--- src/rtl/hevc_idct4_mac_engine.sv ---
// 4-point HEVC inverse DCT, one 16x8 signed MAC; serial coefficients in, rounded/clipped samples out.
// Optional build macro HEVC_IDCT_CLIP_FLAG_EN adds clip_flag / clip_seen status outputs.
module hevc_idct4_mac_engine #(
  parameter int SHIFT = 7,
  parameter int OUT_W = 16
) (
  input  logic                    clk,
  input  logic                    reset,
  input  logic                    flush,
  input  logic                    in_valid,
  output logic                    in_ready,
  input  logic signed [15:0]      in_coef,
  output logic                    out_valid,
  input  logic                    out_ready,
  output logic signed [OUT_W-1:0] out_data,
  output logic [1:0]              out_idx,
`ifdef HEVC_IDCT_CLIP_FLAG_EN
  output logic                    clip_flag,
  output logic                    clip_seen,
`endif
  output logic                    out_last
);

  typedef enum logic [1:0] {LOAD, MAC, ROUND, OUT} state_t;

  localparam logic signed [31:0] RND     = 32'sd1 <<< (SHIFT - 1);
  localparam logic signed [31:0] OUT_MAX = (32'sd1 <<< (OUT_W - 1)) - 32'sd1;
  localparam logic signed [31:0] OUT_MIN = -(32'sd1 <<< (OUT_W - 1));

  function automatic logic signed [7:0] m_coef(input logic [1:0] k, input logic [1:0] n);
    logic signed [7:0] m;
    case ({k, n})
      4'b00_00, 4'b00_01, 4'b00_10, 4'b00_11: m = 8'sd64;
      4'b01_00: m = 8'sd83;
      4'b01_01: m = 8'sd36;
      4'b01_10: m = -8'sd36;
      4'b01_11: m = -8'sd83;
      4'b10_00: m = 8'sd64;
      4'b10_01: m = -8'sd64;
      4'b10_10: m = -8'sd64;
      4'b10_11: m = 8'sd64;
      4'b11_00: m = 8'sd36;
      4'b11_01: m = -8'sd83;
      4'b11_10: m = 8'sd83;
      default:  m = -8'sd36;
    endcase
    return m;
  endfunction

  state_t                  state_q, state_d;
  logic [1:0]              cnt_q, cnt_d;
  logic [1:0]              n_q, n_d;
  logic [1:0]              k_q, k_d;
  logic signed [31:0]      acc_q, acc_d;
  logic signed [15:0]      coef_q [4];
  logic signed [15:0]      coef_d [4];
  logic                    out_valid_q, out_valid_d;
  logic signed [OUT_W-1:0] out_data_q, out_data_d;
  logic [1:0]              out_idx_q, out_idx_d;
  logic                    out_last_q, out_last_d;
`ifdef HEVC_IDCT_CLIP_FLAG_EN
  logic                    clip_flag_q, clip_flag_d;
  logic                    clip_seen_q, clip_seen_d;
`endif

  logic signed [7:0]       m_sel;
  logic signed [15:0]      c_sel;
  logic signed [23:0]      prod;
  logic signed [31:0]      rnd_sum;
  logic signed [31:0]      shifted;
  logic                    sat_hi, sat_lo;
  logic signed [OUT_W-1:0] sample;

  // Sign-extended operands make the low 24 product bits exact.
  always_comb begin
    m_sel   = m_coef(k_q, n_q);
    c_sel   = coef_q[k_q];
    prod    = {{16{m_sel[7]}}, m_sel} * {{8{c_sel[15]}}, c_sel};
    rnd_sum = acc_q + RND;
    shifted = rnd_sum >>> SHIFT;
    sat_hi  = shifted > OUT_MAX;
    sat_lo  = shifted < OUT_MIN;
    if (sat_hi)      sample = OUT_MAX[OUT_W-1:0];
    else if (sat_lo) sample = OUT_MIN[OUT_W-1:0];
    else             sample = shifted[OUT_W-1:0];
  end

  always_comb begin
    state_d     = state_q;
    cnt_d       = cnt_q;
    n_d         = n_q;
    k_d         = k_q;
    acc_d       = acc_q;
    coef_d      = coef_q;
    out_valid_d = out_valid_q;
    out_data_d  = out_data_q;
    out_idx_d   = out_idx_q;
    out_last_d  = out_last_q;
`ifdef HEVC_IDCT_CLIP_FLAG_EN
    clip_flag_d = clip_flag_q;
    clip_seen_d = clip_seen_q;
`endif

    case (state_q)
      LOAD: begin
        if (in_valid) begin
          coef_d[cnt_q] = in_coef;
          cnt_d         = cnt_q + 2'd1;
          if (cnt_q == 2'd3) begin
            state_d = MAC;
            n_d     = 2'd0;
            k_d     = 2'd0;
            acc_d   = '0;
          end
        end
      end
      MAC: begin
        acc_d = acc_q + {{8{prod[23]}}, prod};
        k_d   = k_q + 2'd1;
        if (k_q == 2'd3) state_d = ROUND;
      end
      ROUND: begin
        out_data_d  = sample;
        out_idx_d   = n_q;
        out_last_d  = (n_q == 2'd3);
        out_valid_d = 1'b1;
`ifdef HEVC_IDCT_CLIP_FLAG_EN
        clip_flag_d = sat_hi | sat_lo;
        clip_seen_d = clip_seen_q | sat_hi | sat_lo;
`endif
        state_d     = OUT;
      end
      default: begin
        if (out_ready) begin
          out_valid_d = 1'b0;
          acc_d       = '0;
`ifdef HEVC_IDCT_CLIP_FLAG_EN
          clip_flag_d = 1'b0;
`endif
          if (n_q != 2'd3) begin
            n_d     = n_q + 2'd1;
            k_d     = 2'd0;
            state_d = MAC;
          end else begin
            cnt_d   = 2'd0;
            state_d = LOAD;
          end
        end
      end
    endcase

    // Abort overrides any handshake taken above on the same edge.
    if (flush) begin
      state_d     = LOAD;
      cnt_d       = 2'd0;
      n_d         = 2'd0;
      k_d         = 2'd0;
      acc_d       = '0;
      out_valid_d = 1'b0;
      out_last_d  = 1'b0;
`ifdef HEVC_IDCT_CLIP_FLAG_EN
      clip_flag_d = 1'b0;
`endif
    end
  end

  always_ff @(posedge clk) begin
    if (reset) begin
      state_q     <= LOAD;
      cnt_q       <= '0;
      n_q         <= '0;
      k_q         <= '0;
      acc_q       <= '0;
      for (int i = 0; i < 4; i++) coef_q[i] <= '0;
      out_valid_q <= 1'b0;
      out_data_q  <= '0;
      out_idx_q   <= '0;
      out_last_q  <= 1'b0;
`ifdef HEVC_IDCT_CLIP_FLAG_EN
      clip_flag_q <= 1'b0;
      clip_seen_q <= 1'b0;
`endif
    end else begin
      state_q     <= state_d;
      cnt_q       <= cnt_d;
      n_q         <= n_d;
      k_q         <= k_d;
      acc_q       <= acc_d;
      coef_q      <= coef_d;
      out_valid_q <= out_valid_d;
      out_data_q  <= out_data_d;
      out_idx_q   <= out_idx_d;
      out_last_q  <= out_last_d;
`ifdef HEVC_IDCT_CLIP_FLAG_EN
      clip_flag_q <= clip_flag_d;
      clip_seen_q <= clip_seen_d;
`endif
    end
  end

  assign in_ready  = (state_q == LOAD);
  assign out_valid = out_valid_q;
  assign out_data  = out_data_q;
  assign out_idx   = out_idx_q;
  assign out_last  = out_last_q;
`ifdef HEVC_IDCT_CLIP_FLAG_EN
  assign clip_flag = clip_flag_q;
  assign clip_seen = clip_seen_q;
`endif

endmodule

--- config.mk ---
export PLATFORM = sky130hd
export DESIGN_NAME = hevc_idct4_mac_engine
export DESIGN_NICKNAME = d
export VERILOG_FILES = /design/src/rtl/hevc_idct4_mac_engine.sv
export SDC_FILE = /design/constraint.sdc
export NUM_CORES = 1
export LEC_CHECK = 0
export ABC_AREA = 1
export ABC_CLOCK_PERIOD_IN_PS = 10200
export CORE_ASPECT_RATIO = 1.2
export CORE_MARGIN = 3
export CORE_UTILIZATION = 25
export CTS_BUF_LIST = sky130_fd_sc_hd__clkbuf_8
export CTS_CLUSTER_SIZE = 10
export DETAILED_ROUTE_END_ITERATION = 8
export PLACE_DENSITY = 0.41
export SYNTH_ARGS = -nofsm -noshare
export SYNTH_HDL_FRONTEND = slang
export SYNTH_SLANG_ARGS = --single-unit
--- constraint.sdc ---
create_clock -name clk -period 10.2 [get_ports clk]
set_clock_uncertainty 0.1 [all_clocks]
set_input_delay 3.06 -clock clk [delete_from_list [all_inputs] [get_ports clk]]
set_output_delay 3.06 -clock clk [all_outputs]
set_load 0.02 [all_outputs]
* After elaboration in Yosys (flattened, before gate mapping)
Memory sizes are Yosys's and may differ from the RTL's.
Index checks and enable logic that the tools add are counted.
Widths: inputs -> output; s select.
** Storage, ports and cells
- Register bits after elaboration :: 124
- Bits in read-only memories :: 128
- Input port bits :: 21
- Output and inout bits :: 21
- Logic and storage cells :: 90
- Memories :: 1
** Memory list
- (no name shown) :: depth 16, bits a word 8, read ports 1, clocked after memory_dff 0, wr ports 0, line 32 : case ({k, n})
** Operators by class
- Add/sub/neg operators :: 5
- Multipliers :: 1
- $lt $le $gt $ge :: 5
- Equal/unequal tests :: 10
- Mux-type cells :: 32
- Bitwise gates (word level) :: 5
- Reduce and logical (&&, ||, !) cells :: 18
** Operator list (number)
- $mux 32 :: 3
- $pmux 32 s3 :: 1
- $mux 16 :: 5
- $bwmux 64 :: 1
- $add 32x32->32 :: 1
- $add 32x8->32 const B :: 1
- $bmux 16 s2 :: 1
- $demux 16 s2 :: 1
- $mux 2 :: 13
- $gt 25x16->1 const B :: 1
- $lt 25x16->1 const B :: 1
- $mul 8x16->24 :: 1
- $pmux 2 s3 :: 2
- $reduce_and 4->1 :: 3
- $reduce_and 5->1 :: 2
- $eq 2x2->1 const B :: 4
- $ne 2x2->1 const B :: 4
- $pmux 2 s2 :: 2
- $add 2x1->2 const B :: 3
- $ge 3x3->1 const B :: 2
- $not 2->3 :: 2
- $reduce_bool 2->1 :: 3
- $reduce_bool 3->1 :: 2
- $reduce_or 2->1 :: 3
- other kinds (10) :: 14

* Longest topological paths before layout
Gate-level depths: netlist of run 1.
- Depth in word-level cells :: 7
- Depth in mapped cells :: 39
- Mapped depth without buffers :: 38

* Worst setup path before layout of run 1
Ideal clock, no wire load.
- Path kind :: register -> register
- Start point :: reg k_q[0]
- End point :: reg acc_q[26]
- Library setup time :: 132 ps
- Arrival time :: 6422 ps
- Required time :: 9968 ps
- Slack :: 3545 ps
- Stages on the path, launching flop included :: 33
- Path buffers :: 2
- Clock period less this slack :: 6655 ps
- Cells stage by stage :: dfxtp_1 -> clkbuf_1 -> inv_2 -> nor3_1 -> a31oi_1 -> inv_2 -> a31oi_1 -> inv_2 -> clkbuf_1 -> nand2_1 -> inv_1 -> fa_1 -> fa_1 -> fa_1 -> inv_1 -> fa_1 -> inv_1 -> ha_1 -> nand2_1 -> inv_1 -> nand2_1 -> nor3_1 -> nand4_1 -> nand3_1 -> nand2_1 -> ha_1 -> a21oi_1 -> a21boi_0 -> o21a_1 -> nand3_1 -> or2_2 -> nand3_1 -> a21oi_1
** On the way
- Cells in the longest elaborated chain, start to end :: 7
- Elaborated cells on any way between the ends :: 8
- Those cells by class :: 1 x add/sub; 1 x mul; 4 x mux; 1 x bitwise; 1 x memory
** RTL lines
- from (decl) :: line 53 : logic [1:0] k_q, k_d;
- from (signal assigned) :: line 187 : k_q <= k_d;
- parallel branches: the longest is 4 deep, another holds $mem_v2 16x8
- $mul 8x16->24 * :: line 78 : prod = {{16{m_sel[7]}}, m_sel} * {{8{c_sel[15]}}, c_sel};
- $add 32x32->32 * :: line 118 : acc_d = acc_q + {{8{prod[23]}}, prod};
- $pmux 32 s3 * :: line 104 : case (state_q)
- to (signal assigned) :: line 173 : acc_q <= '0;
- to (signal assigned) :: line 188 : acc_q <= acc_d;
- to (decl) :: line 54 : logic signed [31:0] acc_q, acc_d;
Mark *: on every way between the ends. The select of a mux whose other input is x is not followed.
A chain may end at the register's enable or synchronous reset.

* Worst setup path in the final report of run 1
- Start point :: reg k_q[0]
- End point :: reg acc_q[25]
The elaborated chain is that of the path after synthesis.

==> summary.txt, run 1 <==
Power
  – Leak: 0.00612 uW
  – Peak supply drop: 63.0 uV
  – Cell Pwr Density: 82.8 mW/mm2

Logic synthesis
  – Synth area leader: dfxtp_1
  – Predominant post-synthesis flop cell: dfxtp_1
  – Compound-gate portion of the synthesized area: 17.2%
  – Post-synth EDFFs: 0
  – Synth Area in Adders: 25.7%
  – Top cell type's share of synthesized area: 19.8%
  – Mapped cell area: 0.0126 mm2
  – Register bit total from synthesis: 124
  – Simple-gate portion of the synthesized area: 23.1%
  – Fraction of synthesized area in multiplexers: 0%
  – Largest family of logic cells by synthesized area: adder cells
  – Synth Instances: 1,813
  – Sequential area share after synthesis: 19.8%
  – Largest cells by area after synthesis: dfxtp_1, fa_1, nand2_1, inv_1, ha_1
  – Count leader, synth: nand2_1
  – Mean Syn Cell Area: 6.92 um2
  – Synth Area in XOR/XNOR: 2.92%
  – Synth top cells by count: nand2_1, inv_1, a21oi_1
  – Net Count, Synth: 2,029
  – Fraction of registers with async set/reset: 0%
  – Unique masters post-synth: 44
  – Synth Warn #: 0

Die
  – Core Rows: 89
  – Die H: 251 um
  – Starting Density: 25.4%
  – Die footprint: 0.0529 mm2
  – X dimension of the die: 211 um
  – Ports: 42
  – Core box area: 0.0494 mm2

Worst setup path
  – Setup CP Type: reg2reg
  – CP Data Required Time: 10.46 ns
  – Slowest stage delay, CP: 0.56 ns
  – CP endpoint kind: flip-flop
  – Critical Path Most Common Cell: inv_1
  – CP max stage cell: fa_1
  – R2r setup slk: 1.75 ns
  – Crit-path max FO: 43
  – Crit start category: flip-flop
  – WP data arrival: 8.71 ns

Place
  – HPWL after DPL: 30,700 um
  – Input/output buffers: 41
  – RD Place Congestion: 0.873
  – Post-Place Cell Area: 0.0136 mm2
  – Worst slack, placed: 1.67 ns

Timing
  – Min Tclk post-route: 8.45 ns
  – Final setup fails: 0
  – RSZ-0062 raised after global routing: no
  – Fmax: 118 MHz
  – Slew Limit Fails: 0
  – Final Hold Violating Endpoints: 0
  – Measured slew at the worst slew-check pin: 1.10 ns
  – Final hold slack: 0.350 ns
  – Slack of the critical path: 1.75 ns
  – Setup_tns: 0 ns
  – Max-slew headroom: 26.4%
  – Final period utilization: 82.8%

Routing
  – Final wirelength: 39,000 um
  – 1st-pass router iterations: 5
  – # DRC: 0
  – Final ANT Viol Nets: 0
  – First DRT Iteration DRCs: 574
  – Total number of vias: 11,424
  – Drt wl/cell: 15.7 um
  – Vias/cell: 4.61

Final layout
  – Final nets: 2,045
  – Final Instance Area: 0.0140 mm2
  – Multi-input logic area: 0.00865 mm2
  – ANT cells: 0
  – # fillers: 5,525
  – Area growth, synth to finish: 11.7%
  – Share of cells above drive strength 1: 5.97%
  – FF+latch area: 0.00248 mm2

Global route
  – Gr ovfl total: 0
  – Total GRT Usage: 15.0%
  – Largest net degree at the start of global routing: 44
  – Vias in the first global route: 11,408
  – Antenna violations before repair: 0
  – Global-route wire length before repair: 62,900 um

Clocking
  – Reg clk slew, reported paths: 0.09 ns
  – Latest clock arrival within the worst-skew pair: 0.48 ns
  – Clock Tree Buf Depth: 2
  – Setup bufs post-CTS: 0
  – Post-CTS Resized: 0
  – # clock sinks: 124
  – Cts hold-fix bufs: 0
  – CTS tree: yes
  – CTS H-tree depth: 4
  – CTS Root Cell: clkbuf_8
  – Num CTS Buffers: 17

Run status
  – Status: complete, no violations

Hold path
  – Worst Hold Class: reg2reg

Job
  – Max Cap Viol: 0
[report_power, final]
group | total, uW | internal, uW | switching [uW] | leakage (uW)
clock network | 475 | 225 | 250 | 0.000202
registers | 499 | 495 | 3.77 | 0.00100
logic | 187 | 59.0 | 128 | 0.00491
total | 1160 | 779 | 382 | 0.00612
[registers in the layout (all words and copies together) (netlist names)]
register	cells
n_q	2
state_q	2
out_last	1
out_data	16
out_idx	2
acc_q	32
k_q	2
cnt_q	2
coef_q	64
out_valid	1
[metrics by stage]
step	total power, uW	std cells	utilization [%]
global placement	699	2447	27.5
global route	1230	2479	28.4
CTS	1180	2479	28.4
detailed placement	698	2447	27.5
finish	1160	2479	28.4
floorplan	631	1813	-
[path summary, 6_finish.rpt]
kind,startpoint,to,cells past startpoint
hold / removal,coef_q[48]$_SDFFE_PP0P_,coef_q[48]$_SDFFE_PP0P_,2
setup reg to reg,k_q[0]$_SDFFE_PP0P_,acc_q[25]$_SDFFE_PP0P_,34
setup / recovery,k_q[0]$_SDFFE_PP0P_,acc_q[25]$_SDFFE_PP0P_,34
hold reg to reg,coef_q[48]$_SDFFE_PP0P_,coef_q[48]$_SDFFE_PP0P_,2
[layer usage]
layer	share of wire (%)	global-route usage, %	vias to the layer above
met5	0	0	-
met4	1.9	3.96	0
met3	2.7	2.43	50
met2	50	26.4	159
met1	45	19.0	5406
li1	-	-	5809
[worst max-delay path, delay by kind of cell (launching register included)]
family	cells	cell delay [ns]
fa+ha+maj	6	3.05
flops	1	0.48
simple gates	12	2.08
compound gates	5	1.08
buf+inv	11	1.51
[area by class of cell]
cell class | count | area share, %
sequential | 124 | 17.7
clock inverter | 15 | 1.23
timing repair buffer | 53 | 3.57
inverter | 317 | 8.49
multi-input combinational | 1316 | 61.7
tap | 637 | 5.68
clock buffer | 17 | 1.67
[cell usage in the layout, fill, tap and decap left out, types with 16 or more instances in the layout]
cell / instances
inv_1: 307
nand2_1: 324
clkdlybuf4s50_1: 41
o21ai_0: 133
nor2_1: 186
nand3_1: 98
xor2_1: 29
fa_1: 104
nand2_2: 16
clkbuf_8: 17
ha_1: 91
dfxtp_1: 123
a21oi_1: 208
[kinds of logic after synthesis]
kind of cell	count (synthesis)
buffers and inverters	373
AO/OA/AOI/OAI	399
adder cells (fa/ha/maj)	195
flip-flops	124
AND/OR/NAND/NOR	681
XOR/XNOR	41
Power figures use the tool's default switching activity.
==> run 2: changes to the inputs <==
--- a/config.mk
+++ b/config.mk
@@ -6,7 +6,7 @@
 export NUM_CORES = 1
 export LEC_CHECK = 0
 export ABC_AREA = 1
-export ABC_CLOCK_PERIOD_IN_PS = 10200
+export ABC_CLOCK_PERIOD_IN_PS = 8400
 export CORE_ASPECT_RATIO = 1.2
 export CORE_MARGIN = 3
 export CORE_UTILIZATION = 25
==> constraint.sdc (replaced) <==
create_clock -name clk -period 8.4 [get_ports clk]
set_clock_uncertainty 0.1 [all_clocks]
set_input_delay 2.52 -clock clk [delete_from_list [all_inputs] [get_ports clk]]
set_output_delay 2.52 -clock clk [all_outputs]
set_load 0.02 [all_outputs]
==> summary.txt, run 2 (synthesis results as in run 1) <==
Worst setup path
  – CP endpoint kind: flip-flop
  – R2r setup slk: 0.76 ns
  – Setup CP Type: reg2reg
  – Reg2reg start: k_q[1]$_SDFFE_PP0P_
  – Crit-path max FO: 20
  – Top delay family on crit path: adder cells
  – Crit start category: flip-flop
  – CP Data Required Time: 8.63 ns
  – WP data arrival: 7.87 ns
  – CP max stage cell: fa_1
  – Register-to-Register Path Depth: 34
  – Critical R2R Capture: acc_q[20]$_SDFFE_PP0P_
  – WP buf/inv: 8
  – Slowest stage delay, CP: 0.56 ns

Global route
  – Antenna violations before repair: 1
  – Total GRT Usage: 14.9%
  – Vias in the first global route: 11,411
  – Largest net degree at the start of global routing: 69
  – Global-route wire length before repair: 62,900 um
  – Gr ovfl total: 0

Hold path
  – Worst Hold Class: reg2reg
  – Worst Hold End: coef_q[16]$_SDFFE_PP0P_
  – Hold path depth: 2
  – Hold path start: coef_q[16]$_SDFFE_PP0P_

Timing
  – Fmax: 131 MHz
  – Setup_tns: 0 ns
  – Final setup fails: 0
  – Max-slew headroom: 27.7%
  – Measured slew at the worst slew-check pin: 1.08 ns
  – Min Tclk post-route: 7.64 ns
  – RSZ-0062 raised after global routing: no
  – Final Hold Violating Endpoints: 0
  – Final period utilization: 90.9%
  – Slew Limit Fails: 0
  – Final hold slack: 0.348 ns

Final layout
  – # fillers: 5,551
  – Multi-input logic area: 0.00865 mm2
  – Commonest non-fill, non-tap cell in the layout: nand2_1
  – ANT cells: 0
  – Share of cells above drive strength 1: 6.02%
  – FF+latch area: 0.00248 mm2
  – Max FFs per register: 64
  – Final nets: 2,050
  – Largest Register: coef_q
  – Area growth, synth to finish: 12.2%
  – Most frequent cells in the layout: nand2_1, inv_1, a21oi_1, nor2_1, o21ai_0

Clocking
  – CTS Root Cell: clkbuf_8
  – Num CTS Buffers: 17
  – Clock Tree Buf Depth: 2
  – # clock sinks: 124
  – Cts hold-fix bufs: 0
  – Setup bufs post-CTS: 0
  – Reg clk slew, reported paths: 0.08 ns
  – Post-CTS Resized: 0
  – CTS H-tree depth: 4
  – Latest clock arrival within the worst-skew pair: 0.47 ns
  – CTS tree: yes

Routing
  – First DRT Iteration DRCs: 640
  – Total number of vias: 11,391
  – # DRC: 0
  – Final ANT Viol Nets: 0
  – Vias/cell: 4.59
  – Drt wl/cell: 15.7 um
  – Final wirelength: 38,900 um
  – 1st-pass router iterations: 5

Die
  – Starting Density: 25.4%
  – Die footprint: 0.0529 mm2
  – Core Rows: 89
  – X dimension of the die: 211 um
  – Core box area: 0.0494 mm2
  – Ports: 42
  – Die H: 251 um

Power
  – Cell Pwr Density: 101 mW/mm2
  – Leak: 0.00616 uW
  – Pwr Total: 1420 uW
  – Peak supply drop: 79.2 uV

Run status
  – Status: complete, no violations

Place
  – Input/output buffers: 41
  – RD Place Congestion: 0.889
  – HPWL after DPL: 30,900 um

Job
  – Max Cap Viol: 0
run 2: changes by cell type in the layout (fill, tap and decap cells not counted), sizes merged:
cell and delta:
buf +5, bufinv +2, clkbuf +1, clkinv +3, clkinvlp -1, inv -7
run 2: worst register-to-register path, delay by kind of cell, from the launching register on:
family                     cells  cell delay [ns]
buffers and inverters          8             1.14
AOI/OAI and AO/OA              6             1.08
xor gates and xnor gates       1             0.25
DFF                            1             0.49
and+or+nand+nor               13             1.66
adders and majority gates      6             2.80
run 2: where the power goes:
part | switching (uW) | internal, uW | total (uW)
clock network | 265 | 327 | 592
registers | 4.70 | 601 | 606
logic | 153 | 70.9 | 224
run 2: how the worst max path moves through the flow:
stage | startpoint | to | cells past startpoint
floorplan | k_q[0]$_SDFFE_PP0P_ | acc_q[26]$_SDFFE_PP0P_ | 32
global placement | k_q[1]$_SDFFE_PP0P_ | acc_q[20]$_SDFFE_PP0P_ | 35
finish | k_q[1]$_SDFFE_PP0P_ | acc_q[20]$_SDFFE_PP0P_ | 34
CTS | k_q[1]$_SDFFE_PP0P_ | acc_q[26]$_SDFFE_PP0P_ | 28
global route | k_q[1]$_SDFFE_PP0P_ | acc_q[26]$_SDFFE_PP0P_ | 29
detailed placement | k_q[1]$_SDFFE_PP0P_ | acc_q[26]$_SDFFE_PP0P_ | 28
run 2: routing by layer:
metal	part of all wire, %	track usage [%]	vias up
met1	46	19.2	5378
li1	-	-	5813
met5	0	0	-
met4	2.0	4.06	0
met2	49	26.1	160
met3	2.6	2.03	40
run 2: metrics by stage:
stage                     utilization (%)  worst slack (ns)  instances  area, um2
final                                28.5             0.760       2482      14100
after global routing                 28.5             0.196       2482      14100
after CTS                            28.5             0.771       2482      14100
after detailed placement             27.6             0.797       2452      13700
after global placement               27.6             0.851       2452      13700
after floorplan                         -              1.75       1813      12600
run 2: area by class of cell:
type | count | area share, %
clock inverters | 12 | 1.24
clock buffers | 18 | 1.76
repair buffers | 58 | 3.91
multi-input cells | 1316 | 61.4
well taps | 637 | 5.66
flip-flops and latches | 124 | 17.6
inverters | 317 | 8.45
